`config.mk`:
```
export PLATFORM = sky130hd
export DESIGN_NAME = alu_arbiter
export DESIGN_NICKNAME = d
export VERILOG_FILES = /design/src/rtl/alu_arbiter.sv
export SDC_FILE = /design/constraint.sdc
export NUM_CORES = 1
export LEC_CHECK = 0
export CAP_MARGIN = 10
export CORE_AREA = 2 2 205 207
export DETAILED_ROUTE_END_ITERATION = 6
export DIE_AREA = 0 0 207 209
export PLACE_DENSITY = 0.61
export SLEW_MARGIN = 15
export SYNTH_ARGS = -nofsm -noshare
export SYNTH_HDL_FRONTEND = slang
export SYNTH_SLANG_ARGS = --single-unit
```
`constraint.sdc`:
```
create_clock -name clk -period 14.05 [get_ports clk]
set_clock_uncertainty 0.05 [all_clocks]
set_input_delay 2.81 -clock clk [delete_from_list [all_inputs] [get_ports clk]]
set_output_delay 2.81 -clock clk [all_outputs]
set_load 0.005 [all_outputs]
```
`src/rtl/alu_arbiter.sv`:
```
// alu_arbiter: shares one combinational ALU between two requesters with
// round-robin arbitration and a one-entry registered response slot each.
// Ports:
//   clk, rst                  clock, synchronous active-high reset
//   req_valid_*/req_ready_*   request handshake (ready is combinational)
//   req_op_*/req_a_*/req_b_*  opcode and operands
//   rsp_valid_*/rsp_ready_*   response handshake
//   rsp_data_*/rsp_err_*      registered result and illegal-opcode flag
//   conflict_cnt              saturating count of cycles with both eligible
module alu_arbiter #(
   parameter int unsigned XLEN  = 32,
   parameter int unsigned CNT_W = 16
) (
   input  logic             clk,
   input  logic             rst,
   input  logic             req_valid_0,
   output logic             req_ready_0,
   input  logic [3:0]       req_op_0,
   input  logic [XLEN-1:0]  req_a_0,
   input  logic [XLEN-1:0]  req_b_0,
   input  logic             req_valid_1,
   output logic             req_ready_1,
   input  logic [3:0]       req_op_1,
   input  logic [XLEN-1:0]  req_a_1,
   input  logic [XLEN-1:0]  req_b_1,
   output logic             rsp_valid_0,
   input  logic             rsp_ready_0,
   output logic [XLEN-1:0]  rsp_data_0,
   output logic             rsp_err_0,
   output logic             rsp_valid_1,
   input  logic             rsp_ready_1,
   output logic [XLEN-1:0]  rsp_data_1,
   output logic             rsp_err_1,
   output logic [CNT_W-1:0] conflict_cnt
);

   localparam int unsigned SHW = $clog2(XLEN);

   localparam logic [3:0] OP_ADD  = 4'b0000;
   localparam logic [3:0] OP_SUB  = 4'b1000;
   localparam logic [3:0] OP_SLL  = 4'b0001;
   localparam logic [3:0] OP_SLT  = 4'b0010;
   localparam logic [3:0] OP_SLTU = 4'b0011;
   localparam logic [3:0] OP_XOR  = 4'b0100;
   localparam logic [3:0] OP_SRL  = 4'b0101;
   localparam logic [3:0] OP_SRA  = 4'b1101;
   localparam logic [3:0] OP_OR   = 4'b0110;
   localparam logic [3:0] OP_AND  = 4'b0111;

   logic             prio_q, prio_d;
   logic             vld0_q, vld0_d, vld1_q, vld1_d;
   logic [XLEN-1:0]  dat0_q, dat0_d, dat1_q, dat1_d;
   logic             err0_q, err0_d, err1_q, err1_d;
   logic [CNT_W-1:0] cnt_q, cnt_d;

   logic             elig0, elig1, gnt0, gnt1;
   logic [3:0]       alu_op;
   logic [XLEN-1:0]  alu_a, alu_b, alu_out;
   logic             alu_illegal;
   logic [SHW-1:0]   shamt;

   // Eligibility, round-robin grant and ALU input mux
   always_comb begin
      elig0  = req_valid_0 && (!vld0_q || rsp_ready_0);
      elig1  = req_valid_1 && (!vld1_q || rsp_ready_1);
      gnt0   = 1'b0;
      gnt1   = 1'b0;
      if (!rst) begin
         if (elig0 && elig1) begin
            gnt0 = !prio_q;
            gnt1 = prio_q;
         end else begin
            gnt0 = elig0;
            gnt1 = elig1;
         end
      end
      alu_op = OP_ADD;
      alu_a  = '0;
      alu_b  = '0;
      if (gnt0) begin
         alu_op = req_op_0;
         alu_a  = req_a_0;
         alu_b  = req_b_0;
      end else if (gnt1) begin
         alu_op = req_op_1;
         alu_a  = req_a_1;
         alu_b  = req_b_1;
      end
   end

   // Shared ALU; illegal encodings produce zero
   always_comb begin
      shamt       = alu_b[SHW-1:0];
      alu_out     = '0;
      alu_illegal = 1'b0;
      case (alu_op)
         OP_ADD:  alu_out = alu_a + alu_b;
         OP_SUB:  alu_out = alu_a - alu_b;
         OP_SLL:  alu_out = alu_a << shamt;
         OP_SLT:  alu_out = XLEN'($signed(alu_a) < $signed(alu_b));
         OP_SLTU: alu_out = XLEN'(alu_a < alu_b);
         OP_XOR:  alu_out = alu_a ^ alu_b;
         OP_SRL:  alu_out = alu_a >> shamt;
         OP_SRA:  alu_out = XLEN'($signed(alu_a) >>> shamt);
         OP_OR:   alu_out = alu_a | alu_b;
         OP_AND:  alu_out = alu_a & alu_b;
         default: alu_illegal = 1'b1;
      endcase
   end

   // Next state of response slots, priority and conflict counter
   always_comb begin
      prio_d = prio_q;
      vld0_d = vld0_q;
      dat0_d = dat0_q;
      err0_d = err0_q;
      vld1_d = vld1_q;
      dat1_d = dat1_q;
      err1_d = err1_q;
      cnt_d  = cnt_q;
      // A grant on a slot being drained overwrites it and keeps it valid
      if (gnt0) begin
         vld0_d = 1'b1;
         dat0_d = alu_out;
         err0_d = alu_illegal;
      end else if (rsp_ready_0) begin
         vld0_d = 1'b0;
      end
      if (gnt1) begin
         vld1_d = 1'b1;
         dat1_d = alu_out;
         err1_d = alu_illegal;
      end else if (rsp_ready_1) begin
         vld1_d = 1'b0;
      end
      if (gnt0) prio_d = 1'b1;
      else if (gnt1) prio_d = 1'b0;
      if (elig0 && elig1 && (cnt_q != '1)) cnt_d = cnt_q + CNT_W'(1);
   end

   always_ff @(posedge clk) begin
      if (rst) begin
         prio_q <= 1'b0;
         vld0_q <= 1'b0;
         dat0_q <= '0;
         err0_q <= 1'b0;
         vld1_q <= 1'b0;
         dat1_q <= '0;
         err1_q <= 1'b0;
         cnt_q  <= '0;
      end else begin
         prio_q <= prio_d;
         vld0_q <= vld0_d;
         dat0_q <= dat0_d;
         err0_q <= err0_d;
         vld1_q <= vld1_d;
         dat1_q <= dat1_d;
         err1_q <= err1_d;
         cnt_q  <= cnt_d;
      end
   end

   assign req_ready_0  = gnt0;
   assign req_ready_1  = gnt1;
   assign rsp_valid_0  = vld0_q;
   assign rsp_data_0   = dat0_q;
   assign rsp_err_0    = err0_q;
   assign rsp_valid_1  = vld1_q;
   assign rsp_data_1   = dat1_q;
   assign rsp_err_1    = err1_q;
   assign conflict_cnt = cnt_q;

endmodule

```
Word level (Yosys, flattened, before mapping)
Cells that the tools add are included.
{ "totals": {"ram_bits": 0, "rom_bits": 0, "latch_bits": 0, "input_bits": 142, "memories": 0, "out_inout_bits": 86, "reg_bits": 85} }
{ "classes": {"n_bitwise": 3, "n_mux": 18, "reduce_logical": 14, "order_cmp": 2, "n_div": 0, "n_eq_ne": 10, "addsub": 3, "mul": 0, "shift": 3} }
{ "ops": {"columns": ["op", "count"], "rows": [
  ["32-bit one-hot mux with 10 select lines", 1],
  ["32-bit 2-to-1 mux", 4],
  ["32-bit < comparator", 2],
  ["32-bit adder", 1],
  ["32-bit AND", 1],
  ["32-bit OR", 1],
  ["32-bit by 5-bit << shifter with 32-bit output", 1],
  ["32-bit by 5-bit >> shifter with 32-bit output", 1],
  ["32-bit by 5-bit >>> shifter with 32-bit output", 1],
  ["32-bit subtractor", 1],
  ["32-bit XOR", 1],
  ["16-bit by 1-bit adder with 16-bit output, second input constant", 1],
  ["4-bit by 3-bit equality test with 1-bit output, second input constant", 4],
  ["16-bit inequality test, second input constant", 1],
  ["1-bit 2-to-1 mux", 11],
  ["10-bit OR reduction", 1],
  ["4-bit by 2-bit equality test with 1-bit output, second input constant", 2],
  ["4-bit equality test, second input constant", 2],
  ["4-bit 2-to-1 mux", 2],
  ["2-bit nonzero test", 3],
  ["4-bit by 1-bit equality test with 1-bit output, second input constant", 1],
  ["1-bit logical AND", 4],
  ["4-bit zero test", 1],
  ["1-bit zero test", 3],
  ["1-bit logical OR", 2]
]} }

Depth between registers and ports, before layout
Gate-level depths: netlist (run 1).
{ "logic_depth": {"word_depth": 11, "mapped_depth": 21} }

Worst setup path before layout (run 1)
Ideal clock, no wire load.
{ "synth_timing": {"kind": "input-to-reg", "startpoint": "input rst", "endpoint": "register dat1_q[27], in the netlist rsp_data_1[27]", "n_path_buf": 7, "t_required_ns": 13.863, "path_slack_ns": 6.839, "arrival_ns": 7.024, "stages": 19, "setup_time_ns": 0.137, "cell_sequence": "buf_2 > buf_2 > clkbuf_1 > a21o_1 > clkbuf_1 > clkbuf_1 > clkbuf_1 > ha_1 > clkbuf_1 > and3_1 > a311oi_1 > nor4_1 > o21ai_1 > a21oi_1 > o21ai_1 > o22a_1 > a21oi_1 > a2111oi_0 > a21oi_1"} }
{ "synth_via": {"elab_chain_len": 5} }
{ "synth_lines": {"columns": ["element", "line_no", "source"], "rows": [
  ["from (decl)", "15", "input logic rst,"],
  ["1-bit 2-to-1 mux", "68", "if (!rst) begin"],
  ["32-bit 2-to-1 mux or 4-bit 2-to-1 mux (tied branches)", "84", "end else if (gnt1) begin"],
  ["32-bit 2-to-1 mux or 4-bit 2-to-1 mux (tied branches)", "80", "if (gnt0) begin"],
  ["32-bit subtractor (tied with other cells)", "98", "OP_SUB: alu_out = alu_a - alu_b;"],
  ["32-bit one-hot mux with 10 select lines", "96", "case (alu_op)"],
  ["to (signal assigned)", "157", "dat1_q <= dat1_d;"],
  ["to (decl)", "52", "logic [XLEN-1:0] dat0_q, dat0_d, dat1_q, dat1_d;"]
]} }
Several ways; a longest one is shown, not always the timed one.
A chain may end at the register's enable or synchronous reset.

Worst setup path after layout (run 1)
{ "layout_timing": {"startpoint": "input req_valid_1", "endpoint": "register dat1_q[22], in the netlist rsp_data_1[22]"} }
{ "layout_via": {"elab_chain_len": 8} }
{ "layout_lines": {"columns": ["element", "line_no", "source"], "rows": [
  ["from (decl)", "21", "input logic req_valid_1,"],
  ["1-bit logical AND (*)", "65", "elig1 = req_valid_1 && (!vld1_q || rsp_ready_1);"],
  ["1-bit logical AND", "69", "if (elig0 && elig1) begin"],
  ["1-bit 2-to-1 mux", "69", null],
  ["1-bit 2-to-1 mux", "68", null],
  ["32-bit 2-to-1 mux or 4-bit 2-to-1 mux (tied branches)", "84", null],
  ["32-bit 2-to-1 mux or 4-bit 2-to-1 mux (tied branches)", "80", null],
  ["32-bit subtractor (tied with other cells)", "98", null],
  ["32-bit one-hot mux with 10 select lines", "96", null]
]} }
Every way passes the cells marked *; elsewhere a longest branch is shown, timed or not.

==> results of run 1 <==
[power groups by stage]
| stage | sequential, mW | combinational (mW) | clock [mW] |
|---|---|---|---|
| CTS | 0.277 | 0.700 | 0.230 |
| global placement | 0.282 | 0.693 | 0 |
| detailed placement | 0.282 | 0.696 | 0 |
| global route | 0.279 | 0.760 | 0.241 |
| floorplan | 0.280 | 0.407 | 0 |
| finish | 0.277 | 0.719 | 0.225 |
[path summary, 6_finish.rpt]
| path | startpoint | to | slack [ns] | cells after the start |
|---|---|---|---|---|
| max | req_valid_1 | rsp_data_1[22] | 4.60 | 18 |
| min reg2reg | rsp_data_0[24] | rsp_data_0[24] | 0.41 | 2 |
| max reg2reg | rsp_valid_0 | rsp_data_1[22] | 7.35 | 17 |
| min | rsp_data_0[24] | rsp_data_0[24] | 0.41 | 2 |
[sequential cells by signal, indices dropped and copies added (netlist names)]
name and count:
rsp_data_1 32, rsp_err_1 1, conflict_cnt 16, rsp_valid_1 1, rsp_err_0 1, rsp_valid_0 1, rsp_data_0 32, prio_q 1
[worst register-to-register path, cell delays in order (launching register included)]
cell	delay, ns
dfxtp_1	0.35
nor2b_2	0.72
o2111ai_1	0.30
a21oi_4	0.18
buf_4	0.51
inv_2	0.07
buf_4	0.40
fa_1	0.56
nor2b_1	0.17
o2111ai_1	0.25
a21oi_1	0.19
o31ai_1	0.72
o21ai_0	0.41
a21oi_1	0.38
a2bb2oi_1	0.20
a21oi_1	0.10
a2111oi_0	0.86
a21oi_1	0.15
[kinds of logic (layout without fill, tap and decap cells)]
kind of cell,count (synthesis),after routing,synth area share
flops,85,85,0.131
simple gates,504,504,0.178
xor+xnor,24,24,0.0162
compound gates,686,686,0.371
mux,158,158,0.125
fa+ha+maj,103,103,0.100
buf+inv,242,384,0.0786
[Yosys cell counts, types with 12 or more instances]
master     count
o31ai_1       18
inv_1         90
nand3_1       37
nor4_1        14
a21o_1        24
o2111ai_1     30
mux2i_1      144
buf_2         43
o21ai_0      116
o211ai_1      22
a211oi_1      45
a21oi_1      157
nor2b_1       27
a221oi_1      23
a32o_1        15
buf_1         15
nand2_1      154
and3_1        16
nor3_1        33
nand2b_1      12
o21a_1        13
xnor2_1       13
ha_1         101
nand4_1       21
dfxtp_1       85
a2111oi_0     12
nor2_1       161
a22o_1        45
clkbuf_1      77
o22ai_1       18
a31oi_1       13
[layer usage]
layer  global-route usage  share of wire  up-vias
li1                     -              -     7079
met1                0.409           0.43     7564
met2                0.452           0.42      966
met3               0.0509          0.094      183
met4                0.144          0.056        2
met5                    0        0.00018        -
[cell type report]
class | count | area share
inverter | 94 | 0.0220
clock inverter | 6 | 0.00281
clock buffer | 10 | 0.0149
timing repair buffer | 274 | 0.164
tap | 539 | 0.0421
sequential | 85 | 0.106
multi-input combinational | 1475 | 0.648
==> summary.txt, run 1 <==
hold_ws: 0.405 ns
max_cap viols: 0
Slew Limit Fails: 0
Total Die Area: 43300 um2
final instance area: 16000 um2
Most used DFF post-synth: dfxtp_1
vias in the first global route: 15100
CTS resizes: 0
switching pwr: 0.573 mW
CP most frequent cell: a21oi_1
Post-synth EDFFs: 0
Internal Dissipation: 0.649 mW
Yosys cell types: 87
Leak: 6.27 nW
unrepaired setup endpoints after global routing: no
DP Area: 15700 um2
share of the synthesized area in the top cell type: 0.131
Ys Warns: 0
Core ar.: 41300 um2
total CTS buffers: 9
crit path cell chain: clkdlybuf4s50_1 -> nand2_1 -> o2111ai_1 -> a21oi_4 -> buf_4 -> inv_2 -> buf_4 -> fa_1 -> nor2b_1 -> o2111ai_1 -> a21oi_1 -> o31ai_1 -> o21ai_0 -> a21oi_1 -> a2bb2oi_1 -> a21oi_1 -> a2111oi_0 -> a21oi_1
vias per inst: 6.36
drt wl/cell: 27.2 um
row count: 75
Multi-input gate area: 10400 um2
post-DP HPWL: 52700 um
antenna cells: 0
Setup violations, final: 0
flops & latches, synth: 85
Iteration-0 DRC Markers: 2078
Crit-path slowest cell: a2111oi_0
Reg area: 1700 um2
CP top delay family: compound AO/OA/AOI/OAI gates
max_slew headroom: 0.216
DRC: 0
drt pass-1 iters: 7
Slew @ Worst Pin: 1.17 ns
filler-free cell count of the finished design: 2483
Die Y: 209 um
Post-synth ARST share: 0
Detail Route Antenna Nets: 0
post-CTS setup buffer count: 0
clock buffer depth: 2
Worst Path Buf+Inv: 4
top cells by area, synth: dfxtp_1, mux2i_1, ha_1
cts hold-fix bufs: 0
final period utilization: 0.673
max incr delay on CP: 0.86 ns
Worst Setup Path Type: in -> reg
Port-buffer cells: 227
Final Hold Vio Count: 0
Power per Cell Area: 76.2 nW/um2
largest net degree at the start of global routing: 71
switch share: 0.469
commonest non-fill, non-tap cell in the layout: clkdlybuf4s50_1
placed cells: 2467
crit start category: input pin
combinational power share: 0.589
Final Core Density: 0.388
CTS root buf: clkbuf_16
initial core utilization: 0.315
P&R area growth vs syn: 23.1%
maximum VDD drop: 0.0000617 V
pre-CTS worst setup slack: 4.47 ns
worst-path fanout max: 66
worst path required time: 14.19 ns
layout cells sized above 1: 0.0622
GR Overflow Total: 0
CTS tree: yes
Arr. time, crit path: 9.59 ns
Gate Count Post-Synth: 1802
initial antenna violation count: 1
Synth Cell Area: 13000 um2
total power: 1.22 mW
CTS clock-pin slew for the worst setup and hold paths: 0.06 ns
Clock power frac: 0.184
first-pass GRT wire length: 99600 um
final worst setup slack: 4.60 ns
H-tree Lvls: 3
Die Wd: 207 um
status: finished clean
Worst-Skew Late Latency: 0.34 ns
total number of vias: 15800
Min-Delay Path Class: reg -> reg
register area share after synthesis: 0.131
Avg Inst Size Synth: 7.22 um2
Final #Nets: 2184
Sink Count: 85
wirelength, routed: 67600 um
critical path capture point type: flip-flop
cell taking the most area after synthesis: dfxtp_1
most frequent cells in the layout: clkdlybuf4s50_1, nor2_1, nand2_1, a21oi_1, mux2i_1
gpl congestion: 1.04
Syn Nets: 2047
Total Routing Usage GR: 0.299
Reg power frac: 0.227
Setup TNS: 0 ns
max frequency: 106 MHz
I/O pins: 228
min Tclk post-route: 9.45 ns
Fillers: 4337
Power figures use the tool's default switching activity.
==> inputs of run 2 (changes only) <==
==> constraint.sdc (replaced) <==
create_clock -name clk -period 8.8 [get_ports clk]
set_clock_uncertainty 0.05 [all_clocks]
set_input_delay 1.76 -clock clk [delete_from_list [all_inputs] [get_ports clk]]
set_output_delay 1.76 -clock clk [all_outputs]
set_load 0.005 [all_outputs]
==> summary.txt, run 2 (synthesis gave the netlist of run 1 again) <==
drt wl/cell: 27.9 um (was 27.2 um)
I/O pins: 228 (unchanged)
post-DP HPWL: 55000 um (was 52700 um)
CTS root buf: clkbuf_16 (unchanged)
CTS tree: yes (unchanged)
Sink Count: 85 (unchanged)
crit path cell chain: clkdlybuf4s50_1 -> buf_4 -> and2_1 -> a2111oi_4 -> a22o_1 -> ha_1 -> a2111oi_0 -> o31ai_1 -> a41oi_1 -> o21ai_0 -> a31oi_1 -> nor2_1 -> a211oi_1 -> a21oi_1 -> a2111oi_0 -> buf_4 -> o21ai_0 (was clkdlybuf4s50_1 -> nand2_1 -> o2111ai_1 -> a21oi_4 -> buf_4 -> inv_2 -> buf_4 -> fa_1 -> nor2b_1 -> o2111ai_1 -> a21oi_1 -> o31ai_1 -> o21ai_0 -> a21oi_1 -> a2bb2oi_1 -> a21oi_1 -> a2111oi_0 -> a21oi_1)
unrepaired setup endpoints after global routing: no (unchanged)
Setup TNS: 0 ns (unchanged)
Worst Setup Path Type: in -> reg (unchanged)
max incr delay on CP: 0.84 ns (was 0.86 ns)
Leak: 6.38 nW (was 6.27 nW)
largest net degree at the start of global routing: 60 (was 71)
Crit-path slowest cell: a2111oi_4 (was a2111oi_0)
CTS clock-pin slew for the worst setup and hold paths: 0.06 ns (about the same)
vias per inst: 6.35 (was 6.36)
first-pass GRT wire length: 102000 um (was 99600 um)
layout cells sized above 1: 0.0737 (was 0.0622)
placed cells: 2490 (was 2467)
Slew @ Worst Pin: 1.08 ns (was 1.17 ns)
clock buffer depth: 2 (unchanged)
Core ar.: 41300 um2 (unchanged)
min Tclk post-route: 7.64 ns
final period utilization: 0.868
Arr. time, crit path: 7.78 ns (was 9.59 ns)
Iteration-0 DRC Markers: 1938 (was 2078)
Total Die Area: 43300 um2 (unchanged)
Final Hold Vio Count: 0 (unchanged)
P&R area growth vs syn: 24.5% (was 23.1%)
Port-buffer cells: 227 (unchanged)
Die Y: 209 um (unchanged)
worst path required time: 8.94 ns (was 14.19 ns)
most frequent cells in the layout: clkdlybuf4s50_1, nor2_1, nand2_1, a21oi_1, mux2i_1 (unchanged)
max frequency: 131 MHz
CTS resizes: 0 (unchanged)
status: finished clean (unchanged)
Slew Limit Fails: 0 (unchanged)
gpl congestion: 1.06 (was 1.04)
initial antenna violation count: 1 (unchanged)
row count: 75 (unchanged)
cts hold-fix bufs: 0 (unchanged)
total CTS buffers: 9 (unchanged)
Power per Cell Area: 122 nW/um2 (was 76.2 nW/um2)
max_cap viols: 0 (unchanged)
DRC: 0 (unchanged)
Die Wd: 207 um (unchanged)
Fillers: 4385 (was 4337)
wirelength, routed: 69900 um (was 67600 um)
worst-path fanout max: 20 (was 66)
max_slew headroom: 0.277 (was 0.216)
drt pass-1 iters: 6 (was 7)
post-CTS setup buffer count: 0 (unchanged)
vias in the first global route: 15000 (was 15100)
crit start category: input pin (unchanged)
antenna cells: 0 (unchanged)
H-tree Lvls: 3 (unchanged)
Setup violations, final: 0 (unchanged)
initial core utilization: 0.315 (unchanged)
filler-free cell count of the finished design: 2506 (was 2483)
critical path capture point type: flip-flop (unchanged)
Worst-Skew Late Latency: 0.34 ns (about the same)
Min-Delay Path Class: reg -> reg (unchanged)
maximum VDD drop: 0.0000891 V (was 0.0000617 V)
total number of vias: 15900 (was 15800)
Final #Nets: 2207 (was 2184)
Total Routing Usage GR: 0.309 (was 0.299)
GR Overflow Total: 0 (unchanged)
commonest non-fill, non-tap cell in the layout: clkdlybuf4s50_1 (unchanged)
Detail Route Antenna Nets: 0 (unchanged)
==> run 2: power by group <==
| group | internal, mW | switching [mW] |
|---|---|---|
| Clock | 0.201 | 0.162 |
| Combinational | 0.426 | 0.741 |
| Sequential | 0.420 | 0.0208 |
| Total | 1.05 | 0.923 |
==> run 2: layer usage <==
layer / up-vias / global-route usage / share of wire
met4: 0 / 0.150 / 0.057
met1: 7684 / 0.425 / 0.44
met2: 931 / 0.463 / 0.42
met5: - / 0 / 0
li1: 7124 / - / -
met3: 168 / 0.0568 / 0.090
==> run 2: worst max-delay path, delay by kind of cell <==
| kind | cells | cell delay [ns] |
|---|---|---|
| AO/OA/AOI/OAI | 11 | 4.43 |
| buffers and inverters | 3 | 0.82 |
| adder cells (fa/ha/maj) | 1 | 0.43 |
| AND/OR/NAND/NOR | 2 | 0.31 |
==> run 2: layout make-up <==
type                            count  area [um2]  share of cell area
Multi-Input combinational cell   1475       10400               0.641
Timing Repair Buffer              297        2810               0.173
Sequential cell                    85        1700               0.105
Tap cell                          539         674              0.0416
Inverter                           94         353              0.0218
Clock buffer                       10         239              0.0147
Clock inverter                      6        46.3             0.00286
==> run 2: worst paths after layout <==
kind              cells after the start        endpoint  slack (ns)           start
setup / recovery                     17  rsp_data_0[22]        1.16     req_valid_1
hold / removal                        2  rsp_data_1[13]        0.40  rsp_data_1[13]
setup reg to reg                     15  rsp_data_0[23]        2.80          prio_q
hold reg to reg                       2  rsp_data_1[13]        0.40  rsp_data_1[13]
==> run 2: stage by stage <==
step | hold WS, ns | setup WS (ns) | area (um2) | total power, mW | util
after floorplan | 0.396 | 2.64 | 13000 | 1.10 | -
after global placement | 0.389 | 0.750 | 15900 | 1.57 | 0.386
after detailed placement | 0.395 | 0.961 | 15900 | 1.58 | 0.386
after CTS | 0.404 | 1.27 | 16200 | 1.94 | 0.392
after global routing | 0.420 | 0.860 | 16200 | 2.06 | 0.392
final | 0.401 | 1.16 | 16200 | 1.97 | 0.392
==> inputs of run 3 (changes only) <==
--- a/config.mk
+++ b/config.mk
@@ -5,6 +5,7 @@
 export SDC_FILE = /design/constraint.sdc
 export NUM_CORES = 1
 export LEC_CHECK = 0
+export ABC_CLOCK_PERIOD_IN_PS = 8800
 export CAP_MARGIN = 10
 export CORE_AREA = 2 2 205 207
 export DETAILED_ROUTE_END_ITERATION = 6
==> results of run 3 <==
No change in the layout: final DEF, timing and power equal those of run 2.
